### config.mk
export PLATFORM = sky130hd
export DESIGN_NAME = cdc_stream_loopback
export DESIGN_NICKNAME = d
export VERILOG_FILES = /design/src/rtl/loopback_pkg.sv /design/src/rtl/loopback_fifo.sv /design/src/rtl/cdc_stream_loopback.sv
export SDC_FILE = /design/constraint.sdc
export NUM_CORES = 1
export LEC_CHECK = 0
export CORE_UTILIZATION = 41
export DETAILED_ROUTE_END_ITERATION = 6
export GPL_ROUTABILITY_DRIVEN = 0
export MAX_ROUTING_LAYER = met4
export PLACE_DENSITY = 0.71
export RECOVER_POWER = 50
export SLEW_MARGIN = 20
export SYNTH_ARGS = -nofsm -noshare
export SYNTH_HDL_FRONTEND = slang
export SYNTH_SLANG_ARGS = --single-unit
### constraint.sdc
create_clock -name clk_i -period 3.3 [get_ports clk_i]
set_clock_uncertainty 0.05 [all_clocks]
set_input_delay 0.495 -clock clk_i [delete_from_list [all_inputs] [get_ports clk_i]]
set_output_delay 0.495 -clock clk_i [all_outputs]
set_load 0.01 [all_outputs]
### src/rtl/loopback_pkg.sv
// Shared definitions for the cdc_stream_loopback block: source modes, the
// per-byte transform and the FIFO pointer-width helper.
package loopback_pkg;

    localparam logic [1:0] MODE_PASS  = 2'd0;
    localparam logic [1:0] MODE_INV   = 2'd1;
    localparam logic [1:0] MODE_INC   = 2'd2;
    localparam logic [1:0] MODE_CROSS = 2'd3;

    // Transform runs at the widest supported width; callers cast to WIDTH.
    localparam int XFORM_W = 64;

    function automatic int ptr_width(input int depth);
        return $clog2(depth) + 1;
    endfunction

    localparam int DEFAULT_PTR_W = ptr_width(16);

    function automatic logic [XFORM_W-1:0] xform(input logic [1:0] mode,
                                                  input logic [XFORM_W-1:0] d);
        case (mode)
            MODE_INV: return ~d;
            MODE_INC: return d + 64'd1;
            default:  return d;
        endcase
    endfunction

endpackage

### src/rtl/loopback_fifo.sv
// First-word-fall-through FIFO with one extra pointer bit for full/empty
// and a registered occupancy count.
module loopback_fifo
    import loopback_pkg::*;
#(
    parameter  int WIDTH = 8,
    parameter  int DEPTH = 16,
    localparam int PW    = ptr_width(DEPTH),
    localparam int AW    = PW - 1
) (
    input  logic             clk_i,
    input  logic             rst_i,
    input  logic             push_i,
    input  logic [WIDTH-1:0] wdata_i,
    input  logic             pop_i,
    output logic [WIDTH-1:0] rdata_o,
    output logic             full_o,
    output logic             empty_o,
    output logic [PW-1:0]    level_o
);

    logic [WIDTH-1:0] mem_q [DEPTH];
    logic [PW-1:0]    wptr_q, wptr_d;
    logic [PW-1:0]    rptr_q, rptr_d;
    logic [PW-1:0]    level_q, level_d;
    logic             do_push, do_pop;

    assign full_o  = (wptr_q[PW-1] != rptr_q[PW-1]) && (wptr_q[AW-1:0] == rptr_q[AW-1:0]);
    assign empty_o = (wptr_q == rptr_q);
    // No full bypass: a pop in the same cycle does not free a slot for a push.
    assign do_push = push_i & ~full_o;
    assign do_pop  = pop_i & ~empty_o;

    always_comb begin
        wptr_d  = wptr_q;
        rptr_d  = rptr_q;
        level_d = level_q;
        if (do_push) wptr_d = wptr_q + PW'(1);
        if (do_pop)  rptr_d = rptr_q + PW'(1);
        case ({do_push, do_pop})
            2'b10:   level_d = level_q + PW'(1);
            2'b01:   level_d = level_q - PW'(1);
            default: level_d = level_q;
        endcase
    end

    always_ff @(posedge clk_i or posedge rst_i) begin
        if (rst_i) begin
            wptr_q  <= '0;
            rptr_q  <= '0;
            level_q <= '0;
        end else begin
            wptr_q  <= wptr_d;
            rptr_q  <= rptr_d;
            level_q <= level_d;
        end
    end

    always_ff @(posedge clk_i) begin
        if (do_push) mem_q[wptr_q[AW-1:0]] <= wdata_i;
    end

    // Storage is not reset, so the head is masked while empty.
    assign rdata_o = empty_o ? '0 : mem_q[rptr_q[AW-1:0]];
    assign level_o = level_q;

endmodule

### src/rtl/cdc_stream_loopback.sv
// Multi-channel CDC loopback: per-source transform/routing, lowest-index-wins
// write arbitration per destination FIFO. LOOPBACK_STATS_EN adds tx counters
// and sticky stall detection.
module cdc_stream_loopback
    import loopback_pkg::*;
#(
    parameter  int CHANNELS = 1,
    parameter  int WIDTH    = 8,
    parameter  int DEPTH    = 16,
    localparam int PW       = ptr_width(DEPTH)
) (
    input  logic                   clk_i,
    input  logic                   rst_i,
    input  logic [CHANNELS*WIDTH-1:0] rx_data_i,
    input  logic [CHANNELS-1:0]    rx_valid_i,
    output logic [CHANNELS-1:0]    rx_ready_o,
    output logic [CHANNELS*WIDTH-1:0] tx_data_o,
    output logic [CHANNELS-1:0]    tx_valid_o,
    input  logic [CHANNELS-1:0]    tx_ready_i,
    input  logic [2*CHANNELS-1:0]  mode_i,
`ifdef LOOPBACK_STATS_EN
    output logic [CHANNELS*16-1:0] tx_count_o,
    output logic [CHANNELS-1:0]    drop_o,
`endif
    output logic [CHANNELS*PW-1:0] level_o
);

    logic                             en_q;
    logic [CHANNELS-1:0]              win;
    logic [CHANNELS-1:0]              ready;
    logic [CHANNELS-1:0]              push;
    logic [CHANNELS-1:0]              pop;
    logic [CHANNELS-1:0]              full;
    logic [CHANNELS-1:0]              empty;
    logic [CHANNELS-1:0][WIDTH-1:0]   wdata;
    logic [CHANNELS-1:0][WIDTH-1:0]   rdata;
    logic [CHANNELS-1:0][PW-1:0]      level;
    int                               dest [CHANNELS];

    // Holds ready low through reset and for the first edge after release.
    always_ff @(posedge clk_i or posedge rst_i) begin
        if (rst_i) en_q <= 1'b0;
        else       en_q <= 1'b1;
    end

    always_comb begin
        win   = '0;
        ready = '0;
        push  = '0;
        wdata = '0;
        for (int s = 0; s < CHANNELS; s++) begin
            dest[s] = (mode_i[2*s +: 2] == MODE_CROSS) ? (s + 1) % CHANNELS : s;
        end
        for (int s = 0; s < CHANNELS; s++) begin
            win[s] = rx_valid_i[s];
            for (int t = 0; t < s; t++) begin
                if (rx_valid_i[t] && dest[t] == dest[s]) win[s] = 1'b0;
            end
        end
        for (int s = 0; s < CHANNELS; s++) begin
            for (int d = 0; d < CHANNELS; d++) begin
                if (dest[s] == d && win[s] && en_q && !full[d]) begin
                    ready[s] = 1'b1;
                    push[d]  = 1'b1;
                    wdata[d] = WIDTH'(xform(mode_i[2*s +: 2],
                                            XFORM_W'(rx_data_i[s*WIDTH +: WIDTH])));
                end
            end
        end
    end

    assign rx_ready_o = ready;

    for (genvar c = 0; c < CHANNELS; c++) begin : g_ch
        loopback_fifo #(
            .WIDTH (WIDTH),
            .DEPTH (DEPTH)
        ) u_fifo (
            .clk_i   (clk_i),
            .rst_i   (rst_i),
            .push_i  (push[c]),
            .wdata_i (wdata[c]),
            .pop_i   (pop[c]),
            .rdata_o (rdata[c]),
            .full_o  (full[c]),
            .empty_o (empty[c]),
            .level_o (level[c])
        );

        assign pop[c]                      = ~empty[c] & tx_ready_i[c];
        assign tx_valid_o[c]               = ~empty[c];
        assign tx_data_o[c*WIDTH +: WIDTH] = rdata[c];
        assign level_o[c*PW +: PW]         = level[c];

`ifdef LOOPBACK_STATS_EN
        logic [15:0] txc_q, txc_d;
        logic [7:0]  stall_q, stall_d;
        logic        drop_q, drop_d;
        logic        stall;

        assign stall = rx_valid_i[c] & ~rx_ready_o[c];

        // Stall counter saturates at 255; a further stalled cycle is the 256th.
        always_comb begin
            txc_d   = txc_q;
            stall_d = stall_q;
            drop_d  = drop_q;
            if (pop[c]) txc_d = txc_q + 16'd1;
            if (!stall) begin
                stall_d = '0;
            end else if (stall_q == 8'hFF) begin
                drop_d = 1'b1;
            end else begin
                stall_d = stall_q + 8'd1;
            end
        end

        always_ff @(posedge clk_i or posedge rst_i) begin
            if (rst_i) begin
                txc_q   <= '0;
                stall_q <= '0;
                drop_q  <= 1'b0;
            end else begin
                txc_q   <= txc_d;
                stall_q <= stall_d;
                drop_q  <= drop_d;
            end
        end

        assign tx_count_o[c*16 +: 16] = txc_q;
        assign drop_o[c]              = drop_q;
`endif
    end

endmodule

### After elaboration in Yosys (flattened, before gate mapping)

Memories as Yosys holds them, arrays and structs flattened.
Index checks and enable logic that the tools add are counted.

* flip-flop bits (word level): 16
* latch bits: 0
* RAM bits: 128
* ROM bits: 0
* output and inout port bits: 15
* memories kept: 1

Memories
* g_ch[0].u_fifo.mem_q: depth 16, width 8, rd ports 1, clocked after memory_dff 0, write ports 1, RTL line loopback_fifo.sv:22 `logic [WIDTH-1:0] mem_q [DEPTH];`

* add/subtract/negate cells: 5
* multiply operators: 0
* divide/modulo/power cells: 0
* order comparisons: 0
* eq/ne operators: 7
* shift operators: 0
* mux-type cells: 7
* bitwise gates (word level): 6
* reductions and logical operators: 5

Operators by type and width (number)
* 2-to-1 mux 8 bit: 2
* one-hot mux 8 bit (2 select lines): 1
* adder 5 x 1 -> 5 bit, second input constant: 3
* one-hot mux 5 bit (2 select lines): 1
* adder 8 x 1 -> 8 bit, second input constant: 1
* inverter 8 bit: 1
* == test 5 bit: 1
* subtractor 5 x 1 -> 5 bit, second input constant: 1
* == test 2 x 1 -> 1 bit, second input constant: 2
* == test 2 bit, second input constant: 2
* == test 4 bit: 1
* AND 1 bit: 3
* logical AND 1 bit: 3
* 2-to-1 mux 1 bit: 3
* inverter 1 bit: 2
* nonzero test 2 bit: 1
* logical NOT 1 bit: 1
* != test 1 bit: 1

### Longest topological paths before layout

Gate-level depths: netlist (run 1).

* depth after elaboration: 8
* mapped depth: 14

### Hierarchy

A second synthesis (run 1) with hierarchy kept.

* cell total of the unflattened synthesis: 362
* area total of the unflattened synthesis: 6339.8 um2

Modules (own cells, without submodules)
* loopback_fifo: times used 1, cells each 305, area each 5934.4 um2, seq. area each 4219.0 um2
* cdc_stream_loopback: times used 1, cells each 57, area each 405.4 um2, seq. area each 25.0 um2

### Worst setup path after synthesis (run 1)

OpenSTA, ideal clock, no wires.

* path type: flip-flop to flip-flop
* from: register g_ch[0].u_fifo.rptr_q[0]
* to: register g_ch[0].u_fifo.level_q[4]
* setup time: 0.124 ns
* data arrival time: 2.902 ns
* slack: 0.224 ns
* stages on the path, launching flop included: 15
* buffers on the path: 3
* period minus slack after synthesis: 3.076 ns
* cell sequence: dfrtp_1 -> buf_6 -> xor2_1 -> nor4_4 -> a21o_1 -> buf_2 -> ha_1 -> clkbuf_1 -> xor2_1 -> ha_1 -> o21ai_0 -> nand2_1 -> a211oi_1 -> mux2i_1 -> xnor2_1

* cells in the longest elaborated chain, start to end: 8

RTL lines
* start: declaration: RTL line loopback_fifo.sv:24 `logic [PW-1:0] rptr_q, rptr_d;`
* start signal: assignment: RTL line loopback_fifo.sv:54 `rptr_q <= rptr_d;`
* == test 4 bit: RTL line loopback_fifo.sv:28 `assign full_o = (wptr_q[PW-1] != rptr_q[PW-1]) && (wptr_q[AW-1:0] == rptr_q[AW-1:0]);`
* logical AND 1 bit: RTL line loopback_fifo.sv:28
* logical NOT 1 bit: RTL line cdc_stream_loopback.sv:62 `if (dest[s] == d && win[s] && en_q && !full[d]) begin`
* logical AND 1 bit: RTL line cdc_stream_loopback.sv:62
* 2-to-1 mux 1 bit: RTL line cdc_stream_loopback.sv:62
* AND 1 bit: RTL line loopback_fifo.sv:31 `assign do_push = push_i & ~full_o;`
* == test 2 x 1 -> 1 bit or == test 2 bit (tied branches): RTL line loopback_fifo.sv:40 `case ({do_push, do_pop})`
* one-hot mux 5 bit (2 select lines) or nonzero test 2 bit (tied branches)
* end signal: assignment: RTL line loopback_fifo.sv:55 `level_q <= level_d;`
* end: declaration: RTL line loopback_fifo.sv:25 `logic [PW-1:0] level_q, level_d;`

Parallel ways exist; a longest one is shown, timed or not.
A chain may end at the register's enable or synchronous reset.

### Worst setup path in the final report (run 1)

* from: register g_ch[0].u_fifo.rptr_q[0]
* to: output port tx_data_o[5]

* cells in the longest elaborated chain, start to end: 2

RTL lines
* memory read (16 x 8 bit) or == test 5 bit (tied branches)
* 2-to-1 mux 8 bit *: RTL line loopback_fifo.sv:64 `assign rdata_o = empty_o ? '0 : mem_q[rptr_q[AW-1:0]];`
* end: declaration: RTL line cdc_stream_loopback.sv:17 `output logic [CHANNELS*WIDTH-1:0] tx_data_o,`

Every way passes the cells marked *; elsewhere a longest branch is shown, timed or not.

==> results of run 1 <==
==> cells by family (layout without fill, tap and decap cells) <==
group,after synthesis,after routing,share of synthesized area (%)
adders and majority gates,11,11,2.16
buffers and inverters,31,119,2.40
other,1,1,0.0589
DFF,144,144,66.7
xor gates and xnor gates,18,18,2.48
AOI/OAI and AO/OA,37,37,3.54
muxes,47,47,16.6
and+or+nand+nor,75,75,6.09
==> synthesized netlist by cell type (7+ instances only) <==
cell type,n
ha_1,11
mux4_1,21
edfxtp_1,128
a21oi_1,13
inv_1,11
and2_1,9
xor2_1,11
mux4_2,19
nor2_1,21
xnor2_1,7
clkbuf_1,10
nor3_1,9
dfrtp_1,16
nand2_1,13
o21ai_0,9
==> what timing repair did <==
action,CTS,global route
pin swaps,1,0
gates resized for setup,15,2
cloned,2,0
buffers inserted,6,0
hold endpoints to repair,0,0
setup endpoints to repair,8,1
==> through the flow <==
step | utilization, % | cells
CTS | 50.7 | 640
finish | 50.5 | 640
global placement | 46.6 | 600
global route | 50.5 | 640
floorplan | - | 364
detailed placement | 46.6 | 600
==> cell type report <==
class | instances | area (sq um)
Clock buffer | 20 | 437
Clock inverter | 12 | 86.3
Fill cell | 1236 | 7530
Inverter | 12 | 48.8
Multi-Input combinational cell | 189 | 1960
Sequential cell | 144 | 4250
Tap cell | 188 | 235
Timing Repair Buffer | 75 | 658
==> registers in the layout, indices dropped and copies added, names as in the netlist <==
| register | flops |
|---|---|
| g_ch.u_fifo.rptr_q | 5 |
| en_q | 1 |
| g_ch.u_fifo.mem_q | 128 |
| g_ch.u_fifo.wptr_q | 5 |
| g_ch.u_fifo.level_o | 5 |
==> cell usage in the layout (no fill, tap or decap), types with 15 or more instances in the layout <==
| cell | synthesis | routed |
|---|---|---|
| mux4_2 | 19 | 21 |
| dfrtp_1 | 16 | 15 |
| nor2_1 | 21 | 21 |
| edfxtp_1 | 128 | 128 |
| buf_4 | 1 | 33 |
| mux4_1 | 21 | 19 |
| clkbuf_16 | 0 | 17 |
==> critical path, stage by stage, from the launching register on <==
cell and delay (ps):
dfrtp_2 410, buf_4 140, buf_16 160, mux4_2 560
mux4_2 490, and2_1 170, dlygate4sd2_1 280
==> routing by layer <==
metal | routed length [microns] | part of all wire, %
met5 | 0 | 0
met4 | 287 | 2.1
met3 | 768 | 5.6
met2 | 6830 | 50
met1 | 5740 | 42
==> power by group through the flow <==
stage          Clock, mW  Combinational (mW)  Sequential (mW)
2_1_floorplan          0                1.50             2.31
3_3_place_gp           0                2.17             2.36
3_5_place_dp           0                2.21             2.38
4_1_cts             1.73                2.33             2.34
5_1_grt             1.80                2.45             2.36
6_report            1.69                2.29             2.34
==> worst min path at each step <==
stage / startpoint / to / slack, ps / depth (start not counted)
after floorplan: rst_i / en_q / 360 / 1
after global placement: g_ch[0].u_fifo.level_o[4] / g_ch[0].u_fifo.level_o[4] / 420 / 1
after detailed placement: g_ch[0].u_fifo.level_o[4] / g_ch[0].u_fifo.level_o[4] / 420 / 1
after CTS: rst_i / g_ch[0].u_fifo.level_o[4] / 430 / 2
after global routing: g_ch[0].u_fifo.level_o[4] / g_ch[0].u_fifo.level_o[4] / 440 / 1
final: g_ch[0].u_fifo.level_o[4] / g_ch[0].u_fifo.level_o[4] / 420 / 1
==> flow_summary.json, run 1 <==
{
  "async_flop_share_pct": 11.1,
  "worst_slack_ps": 126,
  "layout.nets": 464,
  "cts.clk_slew.worst_paths_ps": 60,
  "clock-sinks": 144,
  "path_class": "reg2out",
  "reg2reg_to": "g_ch[0].u_fifo.mem_q[6][7]",
  "rows": 45,
  "drv_slew": 0,
  "yosysTopAreaCell": "edfxtp_1",
  "grt_max_degree": 20,
  "cp-start-kind": "flop",
  "worstPathArrival_ps": 2630,
  "met1_usage_pct": 23.7,
  "num_vias": 3642,
  "grt_first_pass_wirelength_microns": 21400,
  "dp_hpwl_microns": 8660,
  "synth_top_area_share_pct": 60.4,
  "antenna_found_initial": 0,
  "ir_drop_mv": 0.798,
  "post_drt_wl_per_cell_microns": 21.3,
  "grt_overflow": 0,
  "endpoint_kind": "output port",
  "yosys_warnings": 0,
  "pin_count": 29,
  "critPathMaxFanout": 12,
  "coreArea_sq_um": 15200,
  "synth_top_flop_cell": "edfxtp_1",
  "initial_core_util_pct": 41.9,
  "tns_ps": 0,
  "synth-edff-count": 128,
  "pre_cts_slack_ps": 277,
  "period_share_pct": 96.2,
  "p_sw_share_pct": 31.3,
  "synth.distinct_cells": 42,
  "status": "finished clean",
  "cts_tree": "yes",
  "htreeDepth": 4,
  "synthTopCellsByArea": "edfxtp_1, mux4_1, mux4_2",
  "tightest_slew_ps": 1060,
  "syn_nets": 389,
  "layout_min_cycle_time_ps": 3170,
  "io_buffers": 28,
  "finalPower_mw": 6.32,
  "fp.dieH_microns": 127,
  "netSwitchingPower_mw": 1.98,
  "min_path_type": "reg2reg",
  "p_clk_share_pct": 26.8,
  "whs_ps": 422,
  "clk_latency_ps": 420,
  "holdBufCountCts": 0,
  "clock-root-buffer": "clkbuf_16",
  "die_w_microns": 127,
  "synthToLayoutAreaGrowth_pct": 20.5,
  "critPathLaunch": "g_ch[0].u_fifo.rptr_q[0]",
  "p_per_area_nw_per_um2": 824,
  "yosys_register_bits": 144,
  "setup_viol": 0,
  "postRouteAntennaNets": 0,
  "clk_path_buf_depth": 2,
  "gr-usage-met2_pct": 30.4,
  "syn-cell-area_sq_um": 6370,
  "routed_via_density": 5.69,
  "worstPathRequired_ps": 2750,
  "r2r-start": "g_ch[0].u_fifo.rptr_q[0]",
  "dieArea_sq_um": 16000,
  "p_seq_share_pct": 37.1,
  "placed_cell_area_sq_um": 7080,
  "ys_seq_area_share_pct": 66.7,
  "cts_buffers": 17,
  "r2r_cells": 11,
  "n_antenna_cell": 0,
  "finalInstanceArea_sq_um": 7670,
  "p_int_mw": 4.35,
  "fmax_ghz": 0.315,
  "drt_iter0_drc": 307,
  "use_met3_pct": 5.74,
  "power_leakage_nw": 2.77,
  "wl_microns": 13600,
  "drc": 0,
  "rrSetupSlack_ps": 250,
  "post_synth.cell_area_avg_sq_um": 17.5,
  "comb_power_share_pct": 36.2,
  "drive_gt1_share_pct": 20.4,
  "grt_pass1_vias": 3687,
  "slew-limit-headroom_pct": 28.9,
  "critPathCapture": "tx_data_o[5]",
  "finalHoldViolations": 0,
  "syn_inst": 364,
  "max_cap_viol_count": 0,
  "grt_usage_pct": 19.3,
  "top_usage_layer": "met2",
  "grt_setup_unrepaired": "no",
  "first_pass_iters": 5
}
Power figures use the tool's default switching activity.
==> run 2, diff against run 1 <==
--- a/config.mk
+++ b/config.mk
@@ -5,6 +5,7 @@
 export SDC_FILE = /design/constraint.sdc
 export NUM_CORES = 1
 export LEC_CHECK = 0
+export CORE_ASPECT_RATIO = 0.7
 export CORE_UTILIZATION = 41
 export DETAILED_ROUTE_END_ITERATION = 6
 export GPL_ROUTABILITY_DRIVEN = 0
==> run 2 against run 1 <==
  * Design area up 0.24%
  * Register-to-register slack improved by 40 ps
  * Hold slack gained 3.0 ps
  * Die area about the same
  * Total power rose by 5.1%
  * Flip-flop and latch count stayed put
  * Via count down 3.4%
  * First-iteration DRC count is 2.9% higher
  * Largest cell class unchanged
==> flow_summary.json, run 2 (same netlist as run 1, synthesis figures left out) <==
{
  "dieArea_sq_um": 16000,
  "tightest_slew_ps": 1060,
  "met1_usage_pct": 27.7,
  "holdBufCountCts": 0,
  "p_sw_share_pct": 29.9,
  "io_buffers": 28,
  "final_common_cell": "edfxtp_1",
  "clk_latency_ps": 410,
  "slew-limit-headroom_pct": 29.2,
  "worstPathRequired_ps": 2750,
  "p_per_area_nw_per_um2": 863,
  "clock-root-buffer": "clkbuf_16",
  "cts_buffers": 17,
  "grt_usage_pct": 19.9,
  "p_int_mw": 4.66,
  "top_usage_layer": "met2",
  "netSwitchingPower_mw": 1.98,
  "clock-sinks": 144,
  "num_vias": 3518,
  "post_drt_wl_per_cell_microns": 22.2,
  "postRouteAntennaNets": 0,
  "endpoint_kind": "output port",
  "layout_min_cycle_time_ps": 3200,
  "initial_core_util_pct": 42.7,
  "drive_gt1_share_pct": 19.8,
  "critPathLaunch": "g_ch[0].u_fifo.rptr_q[0]",
  "clk_path_buf_depth": 2,
  "period_share_pct": 96.9,
  "min_path_type": "reg2reg",
  "finalPower_mw": 6.64,
  "rows": 37,
  "critPathMaxFanout": 8,
  "htreeDepth": 4,
  "drt_iter0_drc": 316,
  "grt_max_degree": 23,
  "ir_drop_mv": 0.534,
  "num-fill-cells": 1175,
  "dp.cells": 588,
  "dp_hpwl_microns": 8630,
  "rrSetupSlack_ps": 290,
  "pre_cts_slack_ps": 270,
  "power_leakage_nw": 2.75,
  "grt_first_pass_wirelength_microns": 21500,
  "setup_viol": 0,
  "p_seq_share_pct": 35.4,
  "coreArea_sq_um": 14900,
  "finalHoldViolations": 0,
  "worstPathArrival_ps": 2650,
  "cp-start-kind": "flop",
  "pin_count": 29,
  "drc": 0,
  "grt_pass1_vias": 3497,
  "n_antenna_cell": 0,
  "grt_setup_unrepaired": "no",
  "tns_ps": 0,
  "fmax_ghz": 0.313,
  "final_util_pct": 51.6,
  "use_met3_pct": 5.54,
  "synthToLayoutAreaGrowth_pct": 20.8,
  "status": "finished clean",
  "drv_slew": 0,
  "fp.dieH_microns": 106,
  "largest_reg_flops": 128,
  "wl_microns": 14000,
  "first_pass_iters": 5,
  "comb_power_share_pct": 34.6,
  "worst_slack_ps": 104,
  "hp-start": "g_ch[0].u_fifo.level_o[4]",
  "gr-usage-met2_pct": 28.9,
  "cts.clk_slew.worst_paths_ps": 60,
  "final_cell_mix": "edfxtp_1, buf_4, nor2_1, mux4_2, mux4_1",
  "p_clk_share_pct": 30.0,
  "grt_overflow": 0,
  "die_w_microns": 151,
  "path_class": "reg2out",
  "layout.nets": 447,
  "r2r-start": "g_ch[0].u_fifo.rptr_q[0]",
  "finalNonFillerCells": 630,
  "antenna_found_initial": 0,
  "max_cap_viol_count": 0,
  "cts_tree": "yes",
  "routed_via_density": 5.58
}
-- run 2: changes by cell type in the layout (fill, tap and decap cells not counted), sizes merged --
cell and change:
dlygate4sd3 -1, clkdlybuf4s50 +2, inv -2, clkinv +4, bufinv +4, clkbuf -12
clkinvlp -3, dlymetal6s2s -1, bufbuf -1, buf -7
-- run 2: power groups by stage --
| stage | Sequential, mW | Combinational, mW | Clock [mW] |
|---|---|---|---|
| final | 2.35 | 2.30 | 1.99 |
| after global routing | 2.37 | 2.50 | 2.09 |
| after CTS | 2.35 | 2.30 | 2.01 |
| after detailed placement | 2.37 | 2.17 | 0 |
| after global placement | 2.36 | 2.11 | 0 |
| after floorplan | 2.31 | 1.50 | 0 |
-- run 2: routing by layer --
metal / part of all wire [%] / wire (microns)
met5: 0 / 0
met4: 0.89 / 125
met3: 5.7 / 798
met2: 46 / 6500
met1: 47 / 6570
-- run 2: path summary, 6_finish.rpt --
| kind | to | cells past startpoint |
|---|---|---|
| max in group asynchronous | g_ch[0].u_fifo.rptr_q[0] | 2 |
| worst max register to register | g_ch[0].u_fifo.mem_q[12][1] | 9 |
| worst min register to register | g_ch[0].u_fifo.level_o[4] | 1 |
| worst max-delay path | tx_data_o[0] | 6 |
| min in group asynchronous | g_ch[0].u_fifo.level_o[1] | 2 |
| worst min-delay path | g_ch[0].u_fifo.level_o[4] | 1 |
-- run 2: metrics by stage --
step                instance area (sq um)  hold WS (ps)
finish                               7690           425
global route                         7690           473
CTS                                  7670           425
detailed placement                   6950           421
global placement                     6950           420
floorplan                            6370           359
-- run 2: area by class of cell --
| type | instances | area, sq um | share of cell area [%] |
|---|---|---|---|
| sequential | 144 | 4250 | 55.2 |
| multi-input combinational | 189 | 1960 | 25.5 |
| timing repair buffer | 58 | 577 | 7.50 |
| clock buffer | 17 | 425 | 5.53 |
| tap | 195 | 244 | 3.17 |
| clock inverter | 15 | 193 | 2.50 |
| inverter | 12 | 45.0 | 0.586 |
-- run 2: worst max-delay path, stage by stage (launching register included) --
cell and delay [ps]:
dfrtp_2 450, buf_4 160, buf_16 140, mux4_1 580, mux4_2 480, and2_1 160
dlygate4sd2_1 270
-- run 2: timing repair --
item | 4_1_cts | 5_1_grt
buffers inserted | 4 | 3
gates cloned | 3 | 0
resized for setup | 13 | 0
endpoints found under the setup margin | 8 | 1
endpoints found under the hold margin | 0 | 0
pin swaps | 1 | 1
==> run 3, diff against run 2 <==
--- a/config.mk
+++ b/config.mk
@@ -5,6 +5,7 @@
 export SDC_FILE = /design/constraint.sdc
 export NUM_CORES = 1
 export LEC_CHECK = 0
+export ABC_CLOCK_PERIOD_IN_PS = 3300
 export CORE_ASPECT_RATIO = 0.7
 export CORE_UTILIZATION = 41
 export DETAILED_ROUTE_END_ITERATION = 6
==> results of run 3 <==
Same layout as run 2: the final DEF is identical, and so are final timing and power.
